===== src/rtl/jpeg_dec_pkg.sv =====
// Shared JPEG decoder definitions: DC stage state encoding, size limits and
// the EXTEND sign-recovery helper.
package jpeg_dec_pkg;

  localparam int unsigned MAX_DC_SIZE    = 11;
  localparam int unsigned COEF_W_DEFAULT = 12;
  localparam int unsigned SIZE_W         = 4;
  localparam int unsigned COMP_W         = 2;
  localparam int unsigned DIFF_W         = MAX_DC_SIZE + 1;

  typedef enum logic [1:0] {
    ST_IDLE = 2'd0,
    ST_AMP  = 2'd1,
    ST_OUT  = 2'd2
  } dc_state_e;

  // JPEG EXTEND: a leading 0 amplitude bit marks a negative difference.
  function automatic logic signed [DIFF_W-1:0] extend(
    input logic [MAX_DC_SIZE-1:0] amp,
    input logic [SIZE_W-1:0]      size
  );
    logic [DIFF_W-1:0] a;
    logic [DIFF_W-1:0] m;
    logic              msb;
    a   = {1'b0, amp};
    m   = (DIFF_W'(1) << size) - DIFF_W'(1);
    msb = amp[size - SIZE_W'(1)];
    if (size == '0) begin
      return '0;
    end
    return msb ? $signed(a) : $signed(a - m);
  endfunction

endpackage


===== src/rtl/dc_predictor_bank.sv =====
// Per-component DPCM predictor registers with indexed read; clear-all wins
// over a simultaneous write.
module dc_predictor_bank
  import jpeg_dec_pkg::*;
#(
  parameter int unsigned NUM_COMP = 3,
  parameter int unsigned COEF_W   = COEF_W_DEFAULT
) (
  input  logic                     clk,
  input  logic                     rst,
  input  logic                     i_clr,
  input  logic [COMP_W-1:0]        i_rd_idx,
  output logic signed [COEF_W-1:0] o_rd_data,
  input  logic                     i_wr_en,
  input  logic [COMP_W-1:0]        i_wr_idx,
  input  logic signed [COEF_W-1:0] i_wr_data
);

  logic signed [COEF_W-1:0] r_pred [NUM_COMP];

  always_ff @(posedge clk) begin
    if (rst || i_clr) begin
      for (int i = 0; i < int'(NUM_COMP); i++) r_pred[i] <= '0;
    end else if (i_wr_en) begin
      for (int i = 0; i < int'(NUM_COMP); i++) begin
        if (32'(i_wr_idx) == 32'(i)) r_pred[i] <= i_wr_data;
      end
    end
  end

  always_comb begin
    o_rd_data = '0;
    for (int i = 0; i < int'(NUM_COMP); i++) begin
      if (32'(i_rd_idx) == 32'(i)) o_rd_data = r_pred[i];
    end
  end

endmodule


===== src/rtl/dc_diff_decoder.sv =====
// DC difference decoder: reads the amplitude bits for a DC size category,
// applies EXTEND, adds the component predictor and hands the DC value on.
module dc_diff_decoder
  import jpeg_dec_pkg::*;
#(
  parameter int unsigned NUM_COMP = 3,
  parameter int unsigned COEF_W   = COEF_W_DEFAULT
) (
  input  logic                     clk,
  input  logic                     rst,
  input  logic [SIZE_W-1:0]        size_in,
  input  logic [COMP_W-1:0]        comp_in,
  input  logic                     size_valid,
  output logic                     size_ready,
  input  logic                     bit_in,
  input  logic                     bit_valid,
  output logic                     bit_ready,
  input  logic                     pred_clear,
  output logic signed [COEF_W-1:0] coeff_out,
  output logic [COMP_W-1:0]        coeff_comp,
  output logic                     coeff_valid,
  input  logic                     coeff_ready,
  output logic                     size_err
);

  dc_state_e                r_state;
  logic [SIZE_W-1:0]        r_size;
  logic [COMP_W-1:0]        r_comp;
  logic [MAX_DC_SIZE-1:0]   r_amp;
  logic [SIZE_W-1:0]        r_cnt;
  logic                     r_size_ready;
  logic                     r_bit_ready;
  logic                     r_coeff_valid;
  logic signed [COEF_W-1:0] r_coeff_out;
  logic [COMP_W-1:0]        r_coeff_comp;
  logic                     r_size_err;

  logic [COMP_W-1:0]        w_comp;
  logic [COMP_W-1:0]        w_rd_idx;
  logic signed [COEF_W-1:0] w_rd_data;
  logic signed [COEF_W-1:0] w_pred;
  logic [MAX_DC_SIZE-1:0]   w_amp_nxt;
  logic [SIZE_W-1:0]        w_cnt_nxt;
  logic signed [COEF_W-1:0] w_diff;
  logic                     w_size_bad;
  logic                     w_hs;

  // Out-of-range component indices alias to component 0.
  assign w_comp     = (32'(comp_in) < NUM_COMP) ? comp_in : COMP_W'(0);
  assign w_rd_idx   = (r_state == ST_IDLE) ? w_comp : r_comp;
  assign w_pred     = pred_clear ? '0 : w_rd_data;
  assign w_amp_nxt  = {r_amp[MAX_DC_SIZE-2:0], bit_in};
  assign w_cnt_nxt  = r_cnt + SIZE_W'(1);
  assign w_diff     = COEF_W'(extend(w_amp_nxt, r_size));
  assign w_size_bad = size_in > SIZE_W'(MAX_DC_SIZE);
  assign w_hs       = r_coeff_valid && coeff_ready;

  dc_predictor_bank #(
    .NUM_COMP (NUM_COMP),
    .COEF_W   (COEF_W)
  ) u_pred (
    .clk       (clk),
    .rst       (rst),
    .i_clr     (pred_clear),
    .i_rd_idx  (w_rd_idx),
    .o_rd_data (w_rd_data),
    .i_wr_en   (w_hs),
    .i_wr_idx  (r_coeff_comp),
    .i_wr_data (r_coeff_out)
  );

  always_ff @(posedge clk) begin
    if (rst) begin
      r_state       <= ST_IDLE;
      r_size        <= '0;
      r_comp        <= '0;
      r_amp         <= '0;
      r_cnt         <= '0;
      r_size_ready  <= 1'b1;
      r_bit_ready   <= 1'b0;
      r_coeff_valid <= 1'b0;
      r_coeff_out   <= '0;
      r_coeff_comp  <= '0;
      r_size_err    <= 1'b0;
    end else begin
      if (pred_clear) r_size_err <= 1'b0;
      case (r_state)
        ST_IDLE: begin
          if (size_valid) begin
            r_size       <= size_in;
            r_comp       <= w_comp;
            r_amp        <= '0;
            r_cnt        <= '0;
            r_size_ready <= 1'b0;
            // Size 0 and illegal sizes carry no amplitude bits.
            if (size_in == '0 || w_size_bad) begin
              r_coeff_out   <= w_pred;
              r_coeff_comp  <= w_comp;
              r_coeff_valid <= 1'b1;
              r_state       <= ST_OUT;
              if (w_size_bad && !pred_clear) r_size_err <= 1'b1;
            end else begin
              r_bit_ready <= 1'b1;
              r_state     <= ST_AMP;
            end
          end
        end
        ST_AMP: begin
          if (bit_valid) begin
            r_amp <= w_amp_nxt;
            r_cnt <= w_cnt_nxt;
            if (w_cnt_nxt == r_size) begin
              r_bit_ready   <= 1'b0;
              r_coeff_out   <= w_pred + w_diff;
              r_coeff_comp  <= r_comp;
              r_coeff_valid <= 1'b1;
              r_state       <= ST_OUT;
            end
          end
        end
        ST_OUT: begin
          if (coeff_ready) begin
            r_coeff_valid <= 1'b0;
            r_size_ready  <= 1'b1;
            r_state       <= ST_IDLE;
          end
        end
        default: begin
          r_state       <= ST_IDLE;
          r_size_ready  <= 1'b1;
          r_bit_ready   <= 1'b0;
          r_coeff_valid <= 1'b0;
        end
      endcase
    end
  end

  assign size_ready  = r_size_ready;
  assign bit_ready   = r_bit_ready;
  assign coeff_valid = r_coeff_valid;
  assign coeff_out   = r_coeff_out;
  assign coeff_comp  = r_coeff_comp;
  assign size_err    = r_size_err;

endmodule


===== config.mk =====
export PLATFORM = sky130hd
export DESIGN_NAME = dc_diff_decoder
export DESIGN_NICKNAME = d
export VERILOG_FILES = /design/src/rtl/jpeg_dec_pkg.sv /design/src/rtl/dc_predictor_bank.sv /design/src/rtl/dc_diff_decoder.sv
export SDC_FILE = /design/constraint.sdc
export NUM_CORES = 1
export LEC_CHECK = 0
export BUFFER_PORTS_ARGS = -buffer_cell sky130_fd_sc_hd__clkbuf_2
export CAP_MARGIN = 10
export CELL_PAD_IN_SITES_DETAIL_PLACEMENT = 2
export CELL_PAD_IN_SITES_GLOBAL_PLACEMENT = 2
export CORE_ASPECT_RATIO = 0.5
export CORE_MARGIN = 2
export CORE_UTILIZATION = 35
export CTS_CLUSTER_DIAMETER = 150
export DETAILED_ROUTE_END_ITERATION = 7
export PLACE_DENSITY = 0.74
export RECOVER_POWER = 50
export SKIP_CTS_REPAIR_TIMING = 1
export SYNTH_ARGS = -nofsm -noshare
export SYNTH_HDL_FRONTEND = slang
export SYNTH_SLANG_ARGS = --single-unit

===== constraint.sdc =====
create_clock -name clk -period 3.9 [get_ports clk]
set_input_delay 0.78 -clock clk [delete_from_list [all_inputs] [get_ports clk]]
set_output_delay 0.78 -clock clk [all_outputs]
set_load 0.05 [all_outputs]

Word-level counts from Yosys, hierarchy flattened
Memory sizes are Yosys's and may differ from the RTL's.
Index checks and enable logic that the tools add are counted.
- add/sub/neg operators: 5
- multipliers: 0
- muxes and demuxes: 70
- div/mod/pow operators: 0
- reductions and logical operators: 18
- shift-type cells: 1
- equal/unequal tests: 13
- $lt $le $gt $ge: 3
- bitwise operators: 5
- operators by type and width (kind ; number):
    2-to-1 mux 12 bit ; 14
    2-to-1 mux 1 bit ; 32
    one-hot mux 12 bit (2 select lines) ; 1
    2-to-1 mux 2 bit ; 11
    2-to-1 mux 10 bit ; 2
    one-hot mux 10 bit (2 select lines) ; 1
    AND reduction 5 bit ; 3
    adder 12 bit ; 1
    left shift 1 x 4 -> 12 bit, first input constant ; 1
    subtractor 11 x 12 -> 12 bit ; 1
    subtractor 12 x 2 -> 12 bit, second input constant ; 1
    inequality test 2 bit, second input constant ; 5
    one-hot mux 1 bit (3 select lines) ; 3
    logical NOT 4 bit ; 2
    2-to-1 mux 4 bit ; 2
    one-hot mux 4 bit (2 select lines) ; 1
    equality test 2 x 1 -> 1 bit, second input constant ; 3
    equality test 2 bit, second input constant ; 3
    logical NOT 2 bit ; 3
    one-hot mux 2 bit (3 select lines) ; 1
    AND reduction 3 bit ; 2
    less-than comparator 4 x 5 -> 1 bit, second input constant ; 1
    adder 4 x 1 -> 4 bit, second input constant ; 1
    binary-select mux 1 bit (select 4 bit) ; 1
    14 further kinds ; 19
- bits in latches: 0
- output and inout port bits: 18
- logic and storage cells: 127
- register bits: 40
- bits in read-only memories: 0
- bits of input ports: 13
- RAM bits: 36
- memories: 1
- memory list (memory ; depth ; bits a word ; rd ports ; clocked after memory_dff ; write ports ; RTL line ; source):
    u_pred.r_pred ; 3 ; 12 ; 3 ; 0 ; 3 ; dc_predictor_bank.sv:19 ; logic signed [COEF_W-1:0] r_pred [NUM_COMP];

Longest topological paths before layout
Gate-level depths: netlist (run 1).
- depth after elaboration: 12
- gate-level depth with buffers: 23
- gate-level depth less buffers: 23

Cells and area by module
From an unflattened synthesis (run 1), not the netlist that was laid out.
- cells, all modules: 505
- area, all modules: 4763.3 um2
- modules (own cells, without submodules) (module ; sequential area each (um2) ; cells each ; instances ; area an instance (um2)):
    dc_diff_decoder ; 800.8 ; 407 ; 1 ; 3214.3
    dc_predictor_bank ; 1081.0 ; 98 ; 1 ; 1549.0

Worst setup path before layout (run 1)
No wires, ideal clock.
- path kind: reg2reg
- from: reg r_size[0]
- to: reg r_coeff_out[11] (netlist: coeff_out[11])
- setup slack: -0.275 ns
- arrival: 4.088 ns
- buffers on the path: 0
- cell stages (with the launch flop): 22
- path through: dfxtp_1 inv_1 ha_1 nand2_1 ha_1 ha_1 a21o_1 a21oi_1 o21bai_1 a21oi_1 xnor2_1 nor2_1 a21oi_1 nor2_1 ha_1 a2111o_1 o2111ai_1 a21oi_1 or3_1 mux2i_1 xnor2_1 o31ai_1
- cells in the longest elaborated chain, start to end: 9
- elaborated cells on any way between the ends: 17
- classes of those cells: add/sub: 4; eq/ne: 2; shift: 1; mux: 8; reduce/logical: 2
- RTL lines (element ; RTL line ; source):
    start, declared ; dc_diff_decoder.sv:27 ; logic [SIZE_W-1:0] r_size;
    start signal, assigned ; dc_diff_decoder.sv:90 ; r_size <= size_in;
    left shift 1 x 4 -> 12 bit or subtractor 4 x 1 -> 4 bit (tied branches) ; jpeg_dec_pkg.sv:26, jpeg_dec_pkg.sv:27 ;
    subtractor 12 x 2 -> 12 bit or binary-select mux 1 bit (select 4 bit) (tied branches) ; jpeg_dec_pkg.sv:26, jpeg_dec_pkg.sv:27 ;
    subtractor 11 x 12 -> 12 bit or 2-to-1 mux 1 bit (tied branches) ; jpeg_dec_pkg.sv:31, jpeg_dec_pkg.sv:27 ;
    2-to-1 mux 12 bit (2 in a row) ; jpeg_dec_pkg.sv:31 ; return msb ? $signed(a) : $signed(a - m);
    adder 12 bit ; dc_diff_decoder.sv:114 ; r_coeff_out <= w_pred + w_diff;
    2-to-1 mux 12 bit ; dc_diff_decoder.sv:112 ; if (w_cnt_nxt == r_size) begin
    2-to-1 mux 12 bit ; dc_diff_decoder.sv:109 ; if (bit_valid) begin
    one-hot mux 12 bit (2 select lines) ; dc_diff_decoder.sv:87 ; case (r_state)
    end signal, assigned ; dc_diff_decoder.sv:97 ; r_coeff_out <= w_pred;
    end signal, assigned ; dc_diff_decoder.sv:114 ;
    end, declared ; dc_diff_decoder.sv:34 ; logic signed [COEF_W-1:0] r_coeff_out;
Several ways; a longest one is shown, not always the timed one. The select of a mux whose other input is x is not followed.
A chain may end at the register's enable or synchronous reset.

Final worst setup path (run 1)
- from: reg r_size[0]
- to: reg r_coeff_out[10] (netlist: coeff_out[10])
Same word-level chain as after synthesis.

==> impl_metrics.tcl, run 1 <==
set metrics [dict create \
    total_power_mw 2.971 \
    cp_max_fo 4 \
    syn_area_um2 4676 \
    routed_wl_mm 19.74 \
    num_vias 4499 \
    synthDistinctLibCells 47 \
    worst_slack_ns -0.6434 \
    core-area_um2 12840 \
    track_usage_pct 23.89 \
    fin_crit_sh_pct 116.5 \
    critPathCaptureType "flop" \
    placementRows 29 \
    min_period_ns 4.543 \
    async_reset_ff_share_pct 0 \
    setup_viol 6 \
    tightestPinTransition_ns 1.022 \
    rsz0062_at_grt "yes" \
    hold_viol 0 \
    syn-num-nets 565 \
    avgSynthCellArea_um2 9.132 \
    top_usage_layer "met2" \
    area_growth_pct 35.70 \
    multi_input_area_um2 2982 \
    cts_tree "yes" \
    die_area_um2 14360 \
    synth_top_area_share_pct 23.12 \
    hp-class "flop to flop" \
    fill_cells 1346 \
    p_leak_nw 2.638 \
    dpl.hpwl_mm 11.78 \
    drt-pass1-iter-count 6 \
    grt_use_met2_pct 42.32 \
    rr_startpoint "r_size[0]$_SDFFE_PP0P_" \
    endpoint "coeff_out[10]$_SDFFE_PP0P_" \
    postRouteAntennaNets 0 \
    grt_pass1_vias 4683 \
    clkPwrFrac_pct 33.5 \
    grt_pass1_wl_mm 26.08 \
    synthTopCellsByArea "edfxtp_1 23%, dfxtp_1 17%, ha_1 10%, nor2_1 6.8%, a21oi_1 4.5%" \
    use_met1_pct 30.54 \
    start_util_pct 36.40 \
    finalClockSkew_ns 0.009797 \
    pwr-share-seq_pct 32.1 \
    outcome "finished with violations" \
    synth-seq-cells 76 \
    seqCellArea_um2 1891 \
    r2r_slack_ns -0.64 \
    p_comb_share_pct 34.4 \
    clock_latency_ns 0.35 \
    drt-wirelength-per-cell_um 24.77 \
    antenna_found_initial 0 \
    worst_ep_arrival_time_ns 4.77 \
    fin_hold_ws_ns 0.4936 \
    antennaDiodeCount 0 \
    nets 676 \
    power_per_cell_area_nw_per_um2 468.3 \
    yosys.area.top_type "edfxtp_1" \
    gr-total-overflow 0 \
    worstPathRequired_ns 4.12 \
    synth-edff-count 36 \
    finalWeightedCongestion 0.8149 \
    die_y_um 85.73 \
    critPathKind "flop to flop" \
    remaining_drc_errors 1 \
    drv_slew 0 \
    synthTopCellsByCount "85 x nor2_1, 46 x nand2_1, 42 x a21oi_1" \
    cts.sinks 76 \
    h-tree-depth 3 \
    failed_checks "DRC, setup timing" \
    max-slew-margin-rel_pct 31.62 \
    clk_pin_slew_ns 0.07 \
    clockBufferDepth 2 \
    maxCapViolCount 0 \
    cts_made_buffers 9 \
    startpoint_type "flop" \
    io_buffers 30 \
    via_per_inst 5.645 \
    hold_depth 2 \
    ioPinCount 31 \
    r2r_cells 22 \
    ys.warnings.count 0 \
    switchingPower_mw 1.063 \
    tns_ns -2.073 \
    switching_share_pct 35.78 \
    drt_iter0_markers 259 \
    synth-main-ff-cell "dfxtp_1" \
    met3_usage_pct 3.646 \
    syn_inst 512 \
    r2r-end "coeff_out[10]$_SDFFE_PP0P_" \
    intPower_mw 1.908 \
    vdd_drop_max_v 0.0001830 \
    grt_max_degree 42 \
    root_buffer "clkbuf_16" \
    synth-seq-area-share_pct 40.25 \
    critical_path.startpoint "r_size[0]$_SDFFE_PP0P_" \
    drive_gt1_share_pct 30.94 \
    synth.most_common_cell "nor2_1" \
    die_w_um 167.5 \
    max_freq_ghz 0.2201 \
    dp_slack_ns -0.5242 \
]
[placed cells by master (no fill, tap or decap), types with 4 or more instances in the layout]
cell type	count
ha_2	5
nor2b_1	9
ha_1	23
a21oi_1	34
dfxtp_1	37
nand2_1	43
inv_2	5
edfxtp_1	36
mux2i_1	16
clkbuf_2	12
buf_4	86
buf_6	7
a22oi_1	12
clkbuf_16	9
inv_1	7
a21oi_2	8
a21o_1	6
nor3_1	16
nand3b_1	4
ha_4	10
and2_1	13
a211oi_1	9
clkbuf_1	21
xor2_1	6
nor2_1	82
xnor2_1	14
nand2b_1	6
o21ai_0	9
a311oi_1	4
[power groups by stage]
stage | registers, mW | logic (mW) | clock network, mW
floorplan | 1.06 | 0.452 | 0
global placement | 0.958 | 0.831 | 0
detailed placement | 0.965 | 0.865 | 0
CTS | 0.950 | 0.885 | 1.01
global route | 0.961 | 1.08 | 1.04
finish | 0.954 | 1.02 | 0.995
[how the worst min path moves through the flow]
| stage | start | end | slack (ns) |
|---|---|---|---|
| 2_1_floorplan | r_comp[0]$_SDFFE_PP0P_ | r_comp[0]$_SDFFE_PP0P_ | 0.45 |
| 3_3_place_gp | r_comp[0]$_SDFFE_PP0P_ | r_comp[0]$_SDFFE_PP0P_ | 0.46 |
| 3_5_place_dp | r_comp[0]$_SDFFE_PP0P_ | r_comp[0]$_SDFFE_PP0P_ | 0.47 |
| 4_1_cts | r_comp[0]$_SDFFE_PP0P_ | r_comp[0]$_SDFFE_PP0P_ | 0.48 |
| 5_1_grt | r_comp[0]$_SDFFE_PP0P_ | r_comp[0]$_SDFFE_PP0P_ | 0.53 |
| 6_report | r_comp[0]$_SDFFE_PP0P_ | r_comp[0]$_SDFFE_PP0P_ | 0.49 |
[cells by family after synthesis]
group / synth area share, %
and+or+nand+nor: 18.97
muxes: 6.315
buffers and inverters: 3.532
adders and majority gates: 11.03
DFF: 40.25
xor gates and xnor gates: 4.469
AOI/OAI and AO/OA: 15.44
[worst max-delay path, stage by stage (launching register included)]
cell and delay [ns]:
dfxtp_4 0.36, buf_6 0.13, ha_4 0.15, and2_4 0.15
ha_4 0.26, inv_2 0.04, ha_4 0.17, fa_2 0.42
a211oi_2 0.26, buf_4 0.16, o31ai_2 0.10, a31oi_1 0.33
xor2_1 0.22, nor2_1 0.07, a21oi_1 0.18, nor2_1 0.09
ha_1 0.34, buf_4 0.16, a21oi_1 0.12, o21ai_0 0.13
xor2_1 0.17, a211oi_1 0.33, nor3_1 0.09
[routing by layer]
metal | up-vias | routed length, um
met4 | 0 | 495
met1 | 2299 | 8736
met3 | 42 | 668
li1 | 2041 | -
met2 | 117 | 9843
met5 | - | 0
[final cells by class]
type,count,share of cell area [%]
clock buffer,9,3.550
inverter,14,0.9466
tap,170,3.352
multi-input combinational,396,46.99
sequential,76,29.80
timing repair buffer,126,13.61
clock inverter,6,1.755
[stage by stage]
stage / cells / area, um2 / util [%]
2_1_floorplan: 512 / 4803 / -
3_3_place_gp: 769 / 5684 / 44.25
3_5_place_dp: 769 / 5684 / 44.25
4_1_cts: 784 / 6021 / 46.87
5_1_grt: 797 / 6345 / 49.40
6_report: 797 / 6345 / 49.40
[flip-flops by register name (all words and copies together) (netlist names)]
name           count
size_ready         1
r_comp             2
r_amp             10
bit_ready          1
coeff_comp         2
size_err           1
r_size             4
coeff_out         12
r_cnt              4
u_pred.r_pred     36
r_state            2
coeff_valid        1
No activity file was read; power rests on OpenSTA's default activity.
==> inputs of run 2 (changes only) <==
--- a/config.mk
+++ b/config.mk
@@ -5,16 +5,17 @@
 export SDC_FILE = /design/constraint.sdc
 export NUM_CORES = 1
 export LEC_CHECK = 0
+export ABC_AREA = 1
 export BUFFER_PORTS_ARGS = -buffer_cell sky130_fd_sc_hd__clkbuf_2
 export CAP_MARGIN = 10
 export CELL_PAD_IN_SITES_DETAIL_PLACEMENT = 2
 export CELL_PAD_IN_SITES_GLOBAL_PLACEMENT = 2
 export CORE_ASPECT_RATIO = 0.5
-export CORE_MARGIN = 2
-export CORE_UTILIZATION = 35
+export CORE_UTILIZATION = 32
 export CTS_CLUSTER_DIAMETER = 150
 export DETAILED_ROUTE_END_ITERATION = 7
-export PLACE_DENSITY = 0.74
+export HOLD_SLACK_MARGIN = 0.03
+export PLACE_DENSITY = 0.73
 export RECOVER_POWER = 50
 export SKIP_CTS_REPAIR_TIMING = 1
 export SYNTH_ARGS = -nofsm -noshare
==> run 2 against run 1 <==
Against the previous run: the run now ends clean; first-iteration DRC count down 16%; fmax up 17%; combinational power rose by 45%; clock power is 14% lower; sequential power decreased by 1%.
==> impl_metrics.tcl, run 2 <==
set metrics [dict create \
    synth_top_area_share_pct 21.95 \
    die_area_um2 15920 \
    syn-num-nets 716 \
    h-tree-depth 3 \
    synth-main-ff-cell "dfxtp_1" \
    layout_common_cells "170 x nand2_1, 70 x inv_1, 56 x buf_4, 52 x a21oi_1, 49 x nor2_1" \
    num_vias 4885 \
    root_buffer "clkbuf_16" \
    syn_area_um2 4926 \
    synth_top_family_by_area "simple AND/OR/NAND/NOR gates" \
    worstPathRequired_ns 4.15 \
    grt_pass1_vias 5046 \
    layout_commonest_cell "nand2_1" \
    placementRows 31 \
    timing.hold.worst_endpoint "size_err$_SDFF_PP0_" \
    outcome "finished clean" \
    io_buffers 30 \
    clk_pin_slew_ns 0.07 \
    dpl.hpwl_mm 13.35 \
    synthAdderAreaFrac_pct 10.46 \
    crit_cells 23 \
    drv_slew 0 \
    synthTopCellsByCount "174 x nand2_1, 75 x inv_1, 60 x a21oi_1" \
    largest_register "u_pred.r_pred" \
    clockBufferDepth 2 \
    start_util_pct 33.42 \
    critPathKind "flop to flop" \
    synthTopCellsByArea "edfxtp_1 22%, dfxtp_1 16%, nand2_1 13%, ha_1 9.7%, a21oi_1 6.1%" \
    hp-start "size_err$_SDFF_PP0_" \
    synthSimpleGateAreaFrac_pct 26.31 \
    synth_compound_area_share_pct 13.21 \
    remaining_drc_errors 0 \
    syn_inst 663 \
    track_usage_pct 22.81 \
    synth_mux_area_share_pct 0 \
    synth-edff-count 36 \
    cts_tree "yes" \
    ys.warnings.count 0 \
    synth_xor_area_share_pct 2.845 \
    cts.sinks 76 \
    power_per_cell_area_nw_per_um2 520.2 \
    dpl_cell_area_um2 5595 \
    synth-seq-area-share_pct 38.20 \
    maxCapViolCount 0 \
    hold_depth 1 \
    critPathMaxStageDelay_ns 0.39 \
    routed_wl_mm 18.73 \
    crit_buf_inv 4 \
    rr_startpoint "r_size[1]$_SDFFE_PP0P_" \
    rsz0062_at_grt "yes" \
    cts_made_buffers 9 \
    antennaDiodeCount 0 \
    min_period_ns 3.879 \
    setup_viol 0 \
    worst_ep_arrival_time_ns 4.12 \
    synth-seq-cells 76 \
    r2r_slack_ns 0.02 \
    vdd_drop_max_v 0.0001767 \
    stdcell_count 946 \
    gr-total-overflow 0 \
    avgSynthCellArea_um2 7.430 \
    largest_reg_flops 36 \
    drt-wirelength-per-cell_um 19.80 \
    synth.most_common_cell "nand2_1" \
    crit_top_cell "nand3_1" \
    critPathCaptureType "flop" \
    dp_slack_ns -0.2190 \
    p_leak_nw 2.689 \
    worstPathCellList "buf_4 -> ha_4 -> buf_4 -> nand3_1 -> ha_1 -> ha_1 -> nand2_1 -> nor2_1 -> nand3_1 -> nand4_1 -> xnor2_1 -> a21oi_1 -> ha_1 -> nand2_1 -> nor2_1 -> a211oi_2 -> nand3_1 -> inv_1 -> o21ai_0 -> nand4_1 -> nand3_1 -> nand2_1 -> inv_1" \
    async_reset_ff_share_pct 0 \
    finalClockSkew_ns 0.009819 \
    drt-pass1-iter-count 4 \
    fin_crit_sh_pct 99.46 \
    via_per_inst 5.164 \
    tightestPinTransition_ns 1.183 \
    grt_pass1_wl_mm 27.76 \
    max-slew-margin-rel_pct 20.81 \
    max_freq_ghz 0.2578 \
    nets 796 \
    drive_gt1_share_pct 22.46 \
    antenna_found_initial 0 \
    hold_viol 0 \
    r2r_cells 23 \
    fin_hold_ws_ns 0.4722 \
    ioPinCount 31 \
    dp.cells 922 \
    r2r-end "coeff_out[11]$_SDFFE_PP0P_" \
    crit_family "simple AND/OR/NAND/NOR gates" \
    cp_max_fo 5 \
    slowest_stage "ha_1" \
    finalWeightedCongestion 0.8697 \
    worst_slack_ns 0.02111 \
    postRouteAntennaNets 0 \
    area_growth_pct 27.69 \
    die_y_um 89.73 \
    startpoint_type "flop" \
    hp-class "flop to flop" \
    clock_latency_ns 0.35 \
    synthDistinctLibCells 40 \
    core-area_um2 14740 \
    fin_area_um2 6290 \
    drt_iter0_markers 217 \
    yosys.area.top_type "edfxtp_1" \
    grt_max_degree 28 \
    die_w_um 177.5 \
]
[run 2: cell count changes after synthesis, sizes merged, moves of 10 or more]
cell    previous run  this run
a22oi             12         0
nor2b             10         0
nand2             46       177
mux2i             21         0
nor3              17         5
inv               14        78
and2              17         0
clkbuf            21         9
a211oi            13         2
nand3              3        54
o21ai             15        45
a21oi             42        61
nor2              85        56
[run 2: metrics by stage]
stage / power, mW / util, % / TNS (ns)
floorplan: 1.774 / - / 0
CTS: 3.080 / 39.92 / -1.761
global route: 3.450 / 42.67 / -0.3531
global placement: 2.161 / 37.96 / -0.1616
detailed placement: 2.207 / 37.96 / -0.9918
finish: 3.272 / 42.67 / 0
[run 2: worst max-delay path by stage]
stage	from	slack (ns)	end
finish	r_size[1]$_SDFFE_PP0P_	0.02	coeff_out[11]$_SDFFE_PP0P_
global route	r_size[1]$_SDFFE_PP0P_	-0.16	coeff_out[11]$_SDFFE_PP0P_
CTS	r_size[1]$_SDFFE_PP0P_	-0.32	coeff_out[8]$_SDFFE_PP0P_
detailed placement	r_size[1]$_SDFFE_PP0P_	-0.22	coeff_out[8]$_SDFFE_PP0P_
global placement	r_size[0]$_SDFFE_PP0P_	-0.13	coeff_out[11]$_SDFFE_PP0P_
floorplan	r_size[0]$_SDFFE_PP0P_	0.09	coeff_out[8]$_SDFFE_PP0P_
[run 2: worst reg2reg max path: stages, from the launching register on]
cell and delay [ns]:
dfxtp_4 0.37, buf_4 0.13, ha_4 0.14, buf_4 0.11, nand3_1 0.10, ha_1 0.31
ha_1 0.39, nand2_1 0.12, nor2_1 0.21, nand3_1 0.13, nand4_1 0.12, xnor2_1 0.07
a21oi_1 0.22, ha_1 0.32, nand2_1 0.14, nor2_1 0.07, a211oi_2 0.17, nand3_1 0.15
inv_1 0.09, o21ai_0 0.11, nand4_1 0.10, nand3_1 0.09, nand2_1 0.07, inv_1 0.03
[run 2: layout make-up]
cell class              count  area [um2]
fillers                  1729        8449
multi-input cells         485        2979
flip-flops and latches     76        1889
repair buffers             91       580.6
inverters                  80       305.3
well taps                 198       247.7
clock buffers               9       225.2
clock inverters             7       62.56
[run 2: cells by family (layout without fill, tap and decap cells)]
kind of cell               after synthesis  after routing
AOI/OAI and AO/OA                      121            121
xor gates and xnor gates                16             16
adders and majority gates               40             40
buffers and inverters                  102            187
DFF                                     76             76
and+or+nand+nor                        308            308
[run 2: per-layer routing]
layer	GRT usage, %	wire, um	vias up	part of all wire (%)
met5	0	0	-	0
met4	4.986	255	0	1.4
met3	3.384	518	20	2.8
met2	37.63	9000	61	48
met1	31.40	8958	2457	48
li1	-	-	2347	-
[run 2: report_power, final]
part	switching, mW	total [mW]	leakage (nW)	internal, mW
registers	0.0479	0.943	0.729	0.895
logic	0.937	1.48	1.82	0.539
clock network	0.406	0.853	0.139	0.447
total	1.39	3.27	2.69	1.88
